<file path="config.mk">
export PLATFORM = sky130hd
export DESIGN_NAME = mem_port_arbiter_flat
export DESIGN_NICKNAME = d
export VERILOG_FILES = /design/src/rtl/mem_port_arbiter_if.sv /design/src/rtl/mem_port_arbiter.sv /design/src/flat_wrapper.sv
export SDC_FILE = /design/constraint.sdc
export NUM_CORES = 1
export LEC_CHECK = 0
export ABC_CLOCK_PERIOD_IN_PS = 3590
export CORE_MARGIN = 5
export CORE_UTILIZATION = 40
export CTS_BUF_LIST = sky130_fd_sc_hd__clkbuf_4 sky130_fd_sc_hd__clkbuf_8
export DETAILED_ROUTE_END_ITERATION = 8
export PLACE_DENSITY = 0.83
export SLEW_MARGIN = 20
export SYNTH_ARGS = -nofsm -noshare
export SYNTH_HDL_FRONTEND = slang
export SYNTH_SLANG_ARGS = --single-unit
</file>
<file path="constraint.sdc">
create_clock -name clk -period 3.59 [get_ports clk]
set_clock_uncertainty 0.1 [all_clocks]
set_input_delay 0.359 -clock clk [delete_from_list [all_inputs] [get_ports clk]]
set_output_delay 0.359 -clock clk [all_outputs]
set_load 0.005 [all_outputs]
</file>
<file path="src/rtl/mem_port_arbiter_if.sv">
// mem_port_arbiter_if: instruction, data and memory-side handshake signals of mem_port_arbiter.
interface mem_port_arbiter_if;
    logic        inst_req;
    logic [31:0] inst_addr;
    logic [3:0]  inst_mask;
    logic        inst_valid;
    logic [31:0] inst_rdata;
    logic        data_req;
    logic        data_we_re;
    logic [31:0] data_addr;
    logic [3:0]  data_mask;
    logic [31:0] data_wdata;
    logic        data_valid;
    logic [31:0] data_rdata;
    logic        mem_request;
    logic        mem_we_re;
    logic [31:0] mem_addr;
    logic [3:0]  mem_mask;
    logic [31:0] mem_wdata;
    logic        mem_valid;
    logic [31:0] mem_rdata;
    modport master (
        input  inst_req, inst_addr, inst_mask,
        output inst_valid, inst_rdata,
        input  data_req, data_we_re, data_addr, data_mask, data_wdata,
        output data_valid, data_rdata,
        output mem_request, mem_we_re, mem_addr, mem_mask, mem_wdata,
        input  mem_valid, mem_rdata
    );
    modport slave (
        output inst_req, inst_addr, inst_mask,
        input  inst_valid, inst_rdata,
        output data_req, data_we_re, data_addr, data_mask, data_wdata,
        input  data_valid, data_rdata,
        input  mem_request, mem_we_re, mem_addr, mem_mask, mem_wdata,
        output mem_valid, mem_rdata
    );
endinterface

</file>
<file path="src/rtl/mem_port_arbiter.sv">
// mem_port_arbiter: instruction/data requesters sharing one memory port; define MEM_ARB_FAIRNESS_EN for fetch starvation protection.
module mem_port_arbiter #(
    parameter int unsigned STARVE_LIMIT = 4
) (
    input logic clk,
    input logic rst,
    mem_port_arbiter_if.master bus
);
    typedef enum logic [1:0] {IDLE, INST_BUSY, DATA_BUSY} state_t;
    state_t state;
    logic arb_open;
    logic inst_win;
    logic data_win;
    if (STARVE_LIMIT < 1 || STARVE_LIMIT > 15) begin : g_limit_check
        $error("STARVE_LIMIT must be in 1..15");
    end
`ifdef MEM_ARB_FAIRNESS_EN
    localparam logic [3:0] LIMIT = 4'(STARVE_LIMIT);
    logic [3:0] starve_cnt;
    // Grant only in a clean IDLE cycle; a waiting fetch wins once data has overtaken it LIMIT times.
    always_comb begin
        arb_open = state == IDLE && !bus.inst_valid && !bus.data_valid;
        inst_win = arb_open && bus.inst_req && (!bus.data_req || starve_cnt == LIMIT);
        data_win = arb_open && bus.data_req && !inst_win;
    end
    // Count data grants that overtake a pending fetch; any fetch grant clears the count.
    always_ff @(posedge clk) begin
        if (rst || inst_win) starve_cnt <= '0;
        else if (data_win && bus.inst_req && starve_cnt != 4'hF) starve_cnt <= starve_cnt + 4'd1;
    end
`else
    // Grant only in a clean IDLE cycle, strictly data first; the completion cycle is a turnaround slot.
    always_comb begin
        arb_open = state == IDLE && !bus.inst_valid && !bus.data_valid;
        inst_win = arb_open && bus.inst_req && !bus.data_req;
        data_win = arb_open && bus.data_req;
    end
`endif
    // Main FSM: latch the winner onto the memory port, hold it until mem_valid, then pulse the owner's valid.
    always_ff @(posedge clk) begin
        if (rst) begin
            state <= IDLE;
            bus.mem_request <= 1'b0;
            bus.mem_we_re <= 1'b0;
            bus.mem_addr <= '0;
            bus.mem_mask <= '0;
            bus.mem_wdata <= '0;
            bus.inst_valid <= 1'b0;
            bus.data_valid <= 1'b0;
            bus.inst_rdata <= '0;
            bus.data_rdata <= '0;
        end else begin
            bus.inst_valid <= 1'b0;
            bus.data_valid <= 1'b0;
            case (state)
                IDLE: begin
                    if (inst_win) begin
                        state <= INST_BUSY;
                        bus.mem_request <= 1'b1;
                        bus.mem_we_re <= 1'b0;
                        bus.mem_addr <= bus.inst_addr;
                        bus.mem_mask <= bus.inst_mask;
                        bus.mem_wdata <= '0;
                    end else if (data_win) begin
                        state <= DATA_BUSY;
                        bus.mem_request <= 1'b1;
                        bus.mem_we_re <= bus.data_we_re;
                        bus.mem_addr <= bus.data_addr;
                        bus.mem_mask <= bus.data_mask;
                        bus.mem_wdata <= bus.data_wdata;
                    end
                end
                INST_BUSY: begin
                    if (bus.mem_valid) begin
                        state <= IDLE;
                        bus.mem_request <= 1'b0;
                        bus.inst_valid <= 1'b1;
                        bus.inst_rdata <= bus.mem_rdata;
                    end
                end
                DATA_BUSY: begin
                    if (bus.mem_valid) begin
                        state <= IDLE;
                        bus.mem_request <= 1'b0;
                        bus.data_valid <= 1'b1;
                        bus.data_rdata <= bus.mem_we_re ? '0 : bus.mem_rdata;
                    end
                end
                default: state <= IDLE;
            endcase
        end
    end
endmodule
</file>
<file path="src/flat_wrapper.sv">
// flat-port wrapper written by rule: the top's interface ports become plain ports
module mem_port_arbiter_flat 
#(
    parameter int unsigned STARVE_LIMIT = 4
)
  (clk, rst, bus_inst_req, bus_inst_addr, bus_inst_mask, bus_inst_valid, bus_inst_rdata, bus_data_req, bus_data_we_re, bus_data_addr, bus_data_mask, bus_data_wdata, bus_data_valid, bus_data_rdata, bus_mem_request, bus_mem_we_re, bus_mem_addr, bus_mem_mask, bus_mem_wdata, bus_mem_valid, bus_mem_rdata);
  mem_port_arbiter_if bus_i ();
  input logic clk;
  input logic rst;
  input wire logic [$bits(bus_i.inst_req)-1:0] bus_inst_req;
  input wire logic [$bits(bus_i.inst_addr)-1:0] bus_inst_addr;
  input wire logic [$bits(bus_i.inst_mask)-1:0] bus_inst_mask;
  output wire logic [$bits(bus_i.inst_valid)-1:0] bus_inst_valid;
  output wire logic [$bits(bus_i.inst_rdata)-1:0] bus_inst_rdata;
  input wire logic [$bits(bus_i.data_req)-1:0] bus_data_req;
  input wire logic [$bits(bus_i.data_we_re)-1:0] bus_data_we_re;
  input wire logic [$bits(bus_i.data_addr)-1:0] bus_data_addr;
  input wire logic [$bits(bus_i.data_mask)-1:0] bus_data_mask;
  input wire logic [$bits(bus_i.data_wdata)-1:0] bus_data_wdata;
  output wire logic [$bits(bus_i.data_valid)-1:0] bus_data_valid;
  output wire logic [$bits(bus_i.data_rdata)-1:0] bus_data_rdata;
  output wire logic [$bits(bus_i.mem_request)-1:0] bus_mem_request;
  output wire logic [$bits(bus_i.mem_we_re)-1:0] bus_mem_we_re;
  output wire logic [$bits(bus_i.mem_addr)-1:0] bus_mem_addr;
  output wire logic [$bits(bus_i.mem_mask)-1:0] bus_mem_mask;
  output wire logic [$bits(bus_i.mem_wdata)-1:0] bus_mem_wdata;
  input wire logic [$bits(bus_i.mem_valid)-1:0] bus_mem_valid;
  input wire logic [$bits(bus_i.mem_rdata)-1:0] bus_mem_rdata;
  assign bus_i.inst_req = bus_inst_req;
  assign bus_i.inst_addr = bus_inst_addr;
  assign bus_i.inst_mask = bus_inst_mask;
  assign bus_inst_valid = bus_i.inst_valid;
  assign bus_inst_rdata = bus_i.inst_rdata;
  assign bus_i.data_req = bus_data_req;
  assign bus_i.data_we_re = bus_data_we_re;
  assign bus_i.data_addr = bus_data_addr;
  assign bus_i.data_mask = bus_data_mask;
  assign bus_i.data_wdata = bus_data_wdata;
  assign bus_data_valid = bus_i.data_valid;
  assign bus_data_rdata = bus_i.data_rdata;
  assign bus_mem_request = bus_i.mem_request;
  assign bus_mem_we_re = bus_i.mem_we_re;
  assign bus_mem_addr = bus_i.mem_addr;
  assign bus_mem_mask = bus_i.mem_mask;
  assign bus_mem_wdata = bus_i.mem_wdata;
  assign bus_i.mem_valid = bus_mem_valid;
  assign bus_i.mem_rdata = bus_mem_rdata;
  mem_port_arbiter #(.STARVE_LIMIT(STARVE_LIMIT)) u_core (.clk(clk), .rst(rst), .bus(bus_i));
endmodule
</file>
==> results of run 1 <==
-- registers in the layout, indices dropped and copies added (netlist names) --
name,count
u_core.bus.mem_addr,32
u_core.state,2
u_core.bus.inst_rdata,32
u_core.bus.data_rdata,32
u_core.bus.data_valid,1
u_core.bus.mem_we_re,1
u_core.bus.inst_valid,1
u_core.bus.mem_mask,4
u_core.bus.mem_wdata,32
u_core.bus.mem_request,1
-- power by group through the flow --
stage / registers, mW / clock network, mW / logic [mW]
6_report: 1.77 / 1.33 / 1.02
4_1_cts: 1.77 / 1.36 / 1.03
5_1_grt: 1.79 / 1.43 / 1.10
3_5_place_dp: 1.80 / 0 / 1.02
3_3_place_gp: 1.80 / 0 / 0.992
2_1_floorplan: 1.81 / 0 / 0.466
-- layout make-up --
cell class	instances	area, µm²
sequential	138	2760
timing repair buffer	285	2830
inverter	4	15.0
clock buffer	22	284
multi-input combinational	333	2050
clock inverter	10	139
tap	172	215
fill	984	4170
-- cells in the final DEF (no fill, tap or decap), drive strengths merged, types with 2 or more instances in the layout --
master and count:
dfxtp 138, clkdlybuf4s50 276, nor2 73, clkbuf 22, o21ai 3, bufinv 3, nand2 69, a211oi 36
a22oi 33, inv 5, ha 4, o22ai 36, nor3b 2, a22o 32, buf 9, and2 3
clkinv 5, nand2b 2, a21oi 36
-- worst max-delay path, delay by kind of cell, from the launching register on --
kind | cells | cell delay, ns
buffers and inverters | 3 | 0.93
AOI/OAI and AO/OA | 1 | 0.20
DFF | 1 | 0.34
and+or+nand+nor | 3 | 0.53
adders and majority gates | 1 | 0.19
-- final timing paths --
path / start / slack, ns / end
worst max-delay path: u_core.state[0] / 1.18 / u_core.bus.mem_addr[8]
worst min-delay path: u_core.bus.inst_rdata[8] / 0.36 / u_core.bus.inst_rdata[8]
worst max register to register: u_core.state[0] / 1.18 / u_core.bus.mem_addr[8]
worst min register to register: u_core.bus.inst_rdata[8] / 0.36 / u_core.bus.inst_rdata[8]
-- stage by stage --
stage	setup slack, ns	std cells	cell area, µm²	hold slack [ns]
detailed placement	1.05	932	7870	0.346
global route	0.975	964	8290	0.363
floorplan	1.98	522	5040	0.353
CTS	1.17	964	8290	0.357
finish	1.18	964	8290	0.355
global placement	1.15	932	7870	0.342
-- cell families (layout without fill, tap and decap cells) --
group                    Yosys count  in the layout  synth area share
AO/OA/AOI/OAI                    176            176             0.272
adder cells (fa/ha/maj)            4              4           0.00993
buffers and inverters             51            321            0.0492
flip-flops                       138            138             0.548
AND/OR/NAND/NOR                  153            153             0.121
-- routing by layer --
layer	up-vias	track usage	part of all wire
met3	23	0.0829	0.091
li1	2371	-	-
met4	0	0.0798	0.018
met2	195	0.365	0.51
met5	-	0	0
met1	2308	0.237	0.38
==> metrics.md, run 1 <==
| Metric | Value |
|---|---|
| Run status | complete, no violations |
| Cells traversed along the worst timing path | inv_1, ha_1, nor3b_4, buf_4, and2_1, buf_4, nor2_1, a211oi_2 |
| Critical path class | flip-flop to flip-flop |
| Maximum buffer depth of the clock tree | 2 |
| Startpoint Class | flip-flop |
| Data arrival, critical path | 2.66 ns |
| Leading cell types by total area after synthesis | sky130_fd_sc_hd__dfxtp_1 (55%), sky130_fd_sc_hd__a211oi_2 (7.4%), sky130_fd_sc_hd__a22o_1 (5.6%), sky130_fd_sc_hd__nor2_1 (5.4%), sky130_fd_sc_hd__nand2_1 (5.1%) |
| FF-to-FF path depth | 8 |
| Number of max-slew violations in the final report | 0 |
| Most instantiated library cell after synthesis | sky130_fd_sc_hd__dfxtp_1 |
| Via count | 4897 |
| Number of synthesis warnings | 0 |
| Via density per instance | a little over 5 |
| Pin count of the biggest net entering global routing | 72 |
| Share of the clock period used by the worst path after layout | 0.671 |
| Placement Rows | 41 |
| Total Die Area | 0.0149 mm² |
| Commonest cells in the netlist | sky130_fd_sc_hd__dfxtp_1 (138), sky130_fd_sc_hd__nor2_1 (73), sky130_fd_sc_hd__nand2_1 (69) |
| Boundary Pins | 278 |
| Post-layout nets | 925 |
| Ratio of cells with drive above 1 in the final layout | 0.0972 |
| Setup Fix Bufs, Post-CTS | 0 |
| Starting density of the core | 0.404 |
| Growth of design area from synthesis to finish | 64.6% |
| Crit-path max cell delay | 0.51 ns |
| Dominant synthesized flop cell | sky130_fd_sc_hd__dfxtp_1 |
| Max frequency | about 0.42 GHz |
| Sw power | 1.13 mW |
| Std-Cell Core Area | ~0.012 mm² |
| Data required time of the critical path | 3.84 ns |
| Final design utilization | 0.665 |
| Proportion of netlist area held by the largest area contributor | 0.548 |
| RSZ-0062 raised after global routing | false |
| Clock network fraction of design power | 0.322 |
| Sum of net half-perimeters after detailed placement | 12.0 mm |
| Height of the die | 122 µm |
| Summed negative setup slack over all endpoints | 0 ns |
| Final routed wirelength across all metal layers | 16.4 mm |
| Post-synth EDFFs | 0 |
| Max_cap viols | 0 |
| Worst min-delay path category | flip-flop to flip-flop |
| Syn Nets | 668 |
| Gate count of the mapped netlist | 522 |
| Number of buffers added on ports | 277 |
| Number of H-tree levels | 4 |
| Final-report hold violation count | 0 |
| Actual transition at the worst max-transition pin | 0.934 ns |
| Hold-fix buffer count after cts | 0 |
| Setup-failing EPs final | 0 |
| Power density relative to cell area | 496 mW/mm² |
| Total leakage power | just over 3 nW |
| Wire length of the first global-routing pass | 25.2 mm |
| Post-synthesis cell type count | 26 |
| Combined area of all synthesized cells | 0.00504 mm² |
| Highest net fanout along the worst path | 40 |
| Most area-hungry cell type in the Yosys netlist | sky130_fd_sc_hd__dfxtp_1 |
| Total routing usage reported by global routing | 0.212 |
| Number of routed nets with antenna violations | 0 |
| Master of the slowest instance on the critical path | sky130_fd_sc_hd__buf_4 |
| Relative contribution of sequential cells to total power | 0.430 |
| Worst-path clk slew | 0.07 ns |
| Vias in the first global route | ~5.0k |
| Fraction of power spent switching nets | 0.273 |
| Final critical path time including I/O delays and setup | ~2.4 ns |
| Total number of clock tree sinks | 138 |
| Async set-or-reset flop fraction in the synthesized netlist | 0 |
| TritonCTS clock tree | yes |
| Comb power frac | 0.248 |
| Synthesized flop and latch total | 138 |
| Starting DRC count in detailed routing | approximately 290 |
| Proportion of synthesized chip area in sequential cells | 0.548 |
| Avg Cell Area, Syn | ~9.7 µm² |
| Clock tree root driver cell | sky130_fd_sc_hd__clkbuf_8 |
| Clock buffers created by TritonCTS | 17 |
| Worst slew margin | 0.373 |
| Number of antenna cells inserted | 0 |
| Internal power contribution | roughly 3 mW |
| Skew-Pair Late Insertion Delay | about 0.43 ns |
| Wire per inst | between 15 and 20 µm |
| Final RePlAce weighted congestion | 0.805 |
| Worst hold path stage count | 2 |
| Cts repair resizes | 0 |
| Max rail drop VDD | 0.295 mV |
| Die width | around 120 µm |
| Type of destination of the critical path | flip-flop |
| Detailed Routing Iterations Pass 1 | 6 |
| Number of antenna violations at the first check in global routing | 0 |
| Sum of internal, switching and leakage power | 4.12 mW |
| Residual DRC | 0 |
| Total congestion overflow | 0 |
| Most common cell type on the critical path | sky130_fd_sc_hd__buf_4 |
(Power assumes the default switching activity.)
==> run 2, diff against run 1 <==
- ABC_CLOCK_PERIOD_IN_PS: 3590 -> 2150
- CORE_UTILIZATION: 40 -> 36
- PLACE_DENSITY: 0.83 -> 0.79
- clock period: 3.59 -> 2.15 ns (I/O delays scaled with it)
==> metrics.md, run 2 (synthesized netlist as in run 1, its figures left out) <==
| Metric | Value |
|---|---|
| Worst-path clk slew | 0.08 ns (about the same) |
| Master of the slowest instance on the critical path | sky130_fd_sc_hd__dfxtp_1 |
| Cells traversed along the worst timing path | inv_1, ha_1, nor3b_4, and2_1, buf_4, nor2_1, a211oi_2 |
| Residual DRC | 0 (unchanged) |
| Critical path class | flip-flop to flip-flop |
| Skew-Pair Late Insertion Delay | 0.44 ns (about the same) |
| Power density relative to cell area | 822 mW/mm² (+66%) |
| Data arrival, critical path | 2.22 ns (-0.44 ns) |
| Boundary Pins | 278 (unchanged) |
| Data required time of the critical path | 2.40 ns (-1.44 ns) |
| Fraction of power spent switching nets | 0.275 (+0.00150) |
| Worst min-delay path category | input pin to flip-flop |
| Standard cell area after detailed placement | 0.00797 mm² (+1.3%) |
| Via count | 4929 (+0.65%) |
| Setup Fix Bufs, Post-CTS | 0 (unchanged) |
| Total Die Area | 0.0165 mm² (+10%) |
| Layout Cell Area excl Fill | 0.00839 mm² (+1.1%) |
| Comb power frac | 0.252 (+0.004) |
| Area occupied by multi-input gates | 0.00204 mm² (-0.24%) |
| Max rail drop VDD | 0.412 mV (+39%) |
| Number of H-tree levels | 4 (unchanged) |
| Summed negative setup slack over all endpoints | 0 ns (unchanged) |
| Most common cell after layout, fill and taps aside | sky130_fd_sc_hd__clkdlybuf4s50_1 |
| Std-Cell Core Area | 0.0138 mm² (+11%) |
| Vias in the first global route | 4982 (-0.34%) |
| Sum of net half-perimeters after detailed placement | 12.3 mm (+2.4%) |
| Highest net fanout along the worst path | 36 (-10%) |
| Type of destination of the critical path | flip-flop |
| RSZ-0062 raised after global routing | false |
| Final RePlAce weighted congestion | 0.797 (-0.97%) |
| Worst slew margin | 0.649 (+0.275) |
| Hold-fix buffer count after cts | 0 (unchanged) |
| Via density per instance | 5.04 (-0.79%) |
| Met3 wirelength from detailed routing | 1.93 mm (+29%) |
| Total congestion overflow | 0 (unchanged) |
| Share of the clock period used by the worst path after layout | 0.917 (+0.246) |
| Relative contribution of sequential cells to total power | 0.429 (about the same) |
| Area occupied by registers | 0.00276 mm² (unchanged) |
| Setup-failing EPs final | 0 (unchanged) |
| Ratio of cells with drive above 1 in the final layout | 0.102 (+0.00428) |
| Internal power contribution | 5.00 mW (+67%) |
| Post-layout nets | 931 (+0.65%) |
| Final std cells w/o fill | 978 (+1.5%) |
| Final routed wirelength across all metal layers | 16.5 mm (+0.58%) |
| Sum of internal, switching and leakage power | 6.89 mW (+67%) |
| Maximum buffer depth of the clock tree | 2 (unchanged) |
| Number of antenna cells inserted | 0 (unchanged) |
| Total leakage power | 3.06 nW (+1.1%) |
| Sw power | 1.90 mW (+68%) |
| Actual transition at the worst max-transition pin | 0.527 ns (-0.407 ns) |
| Clock buffers created by TritonCTS | 17 (unchanged) |
| Number of antenna violations at the first check in global routing | 0 (unchanged) |
| TritonCTS clock tree | yes |
| Max_cap viols | 0 (unchanged) |
| Number of buffers added on ports | 277 (unchanged) |
| Final-report hold violation count | 0 (unchanged) |
| Number of max-slew violations in the final report | 0 (unchanged) |
| Number of inserted filler cells in the final layout | 1154 (+17%) |
| WL met2 | 8.20 mm (-1.3%) |
| Post-Route M1 WL | 6.12 mm (-3.0%) |
| Commonest cells after routing, fill and taps aside | sky130_fd_sc_hd__clkdlybuf4s50_1 (276), sky130_fd_sc_hd__dfxtp_1 (138), sky130_fd_sc_hd__nor2_1 (73) |
| Pin count of the biggest net entering global routing | 43 (-40%) |
| Die width | 128 µm (+5.0%) |
| Clock network fraction of design power | 0.319 (-0.003) |
| Clock tree root driver cell | sky130_fd_sc_hd__clkbuf_8 |
| Growth of design area from synthesis to finish | 66.5% |
| Register-to-register setup slack | 0.18 ns (-1.00 ns) |
| Wire length of the first global-routing pass | 25.1 mm (-0.39%) |
| Starting DRC count in detailed routing | 176 (-40%) |
| Placement Rows | 43 (+4.9%) |
| Number of routed nets with antenna violations | 0 (unchanged) |
| Starting density of the core | 0.364 (-0.0398) |
| Total number of clock tree sinks | 138 (unchanged) |
| Uppermost routed layer | met4 |
| Cts repair resizes | 0 (unchanged) |
| Placed cell count | 946 (+1.5%) |
| Height of the die | 128 µm (+5.0%) |
| Total routing usage reported by global routing | 0.193 (-0.0192) |
| Crit-path max cell delay | 0.35 ns (-0.16 ns) |
| Startpoint Class | flip-flop |
| Wire per inst | 16.9 µm (-0.86%) |
| Max frequency | 0.507 GHz (+22%) |
| Run status | complete, no violations |
| Detailed Routing Iterations Pass 1 | 6 (unchanged) |
| Final critical path time including I/O delays and setup | 1.97 ns (-0.436 ns) |
-- run 2: cell types whose count changed in the layout (fill, tap and decap cells not counted), sizes merged --
cell,change
clkinvlp,+2
inv,-1
buf,+6
clkinv,+1
clkbuf,-2
-- run 2: cell type report --
type                       instances  share of cell area
timing repair buffer             291               0.349
sequential                       138               0.329
multi-input combinational        333               0.244
clock buffer                      20              0.0321
tap                              180              0.0269
clock inverter                    12              0.0175
inverter                           4             0.00179
-- run 2: critical path, delay by kind of cell, from the launching register on --
family | cells | cell delay [ns]
simple gates | 3 | 0.59
compound gates | 1 | 0.23
buf+inv | 2 | 0.42
flops | 1 | 0.35
fa+ha+maj | 1 | 0.18
-- run 2: path summary, 6_finish.rpt --
check	startpoint	endpoint	cells past startpoint
worst min register to register	u_core.bus.inst_rdata[31]	u_core.bus.inst_rdata[31]	2
worst min-delay path	rst	u_core.bus.mem_we_re	2
worst max register to register	u_core.state[0]	u_core.bus.mem_addr[9]	7
worst max-delay path	u_core.state[0]	u_core.bus.mem_addr[9]	7
-- run 2: per-layer routing --
metal | vias to the layer above | track usage
met4 | 0 | 0.0699
met3 | 18 | 0.0975
li1 | 2387 | -
met5 | - | 0
met1 | 2317 | 0.201
met2 | 207 | 0.333
-- run 2: power groups by stage --
| stage | registers (mW) | logic, mW | clock network (mW) |
|---|---|---|---|
| final | 2.96 | 1.74 | 2.20 |
| after floorplan | 3.02 | 0.778 | 0 |
| after detailed placement | 3.01 | 1.76 | 0 |
| after global placement | 3.00 | 1.71 | 0 |
| after global routing | 2.99 | 1.89 | 2.37 |
| after CTS | 2.96 | 1.76 | 2.26 |
-- run 2: per-stage QoR --
stage	hold slack (ns)	util	worst slack, ns
finish	0.130	0.607	0.178
global route	0.142	0.607	0.000762
CTS	0.0864	0.607	0.162
detailed placement	0.348	0.577	0.203
global placement	0.343	0.577	0.348
floorplan	0.241	-	0.541
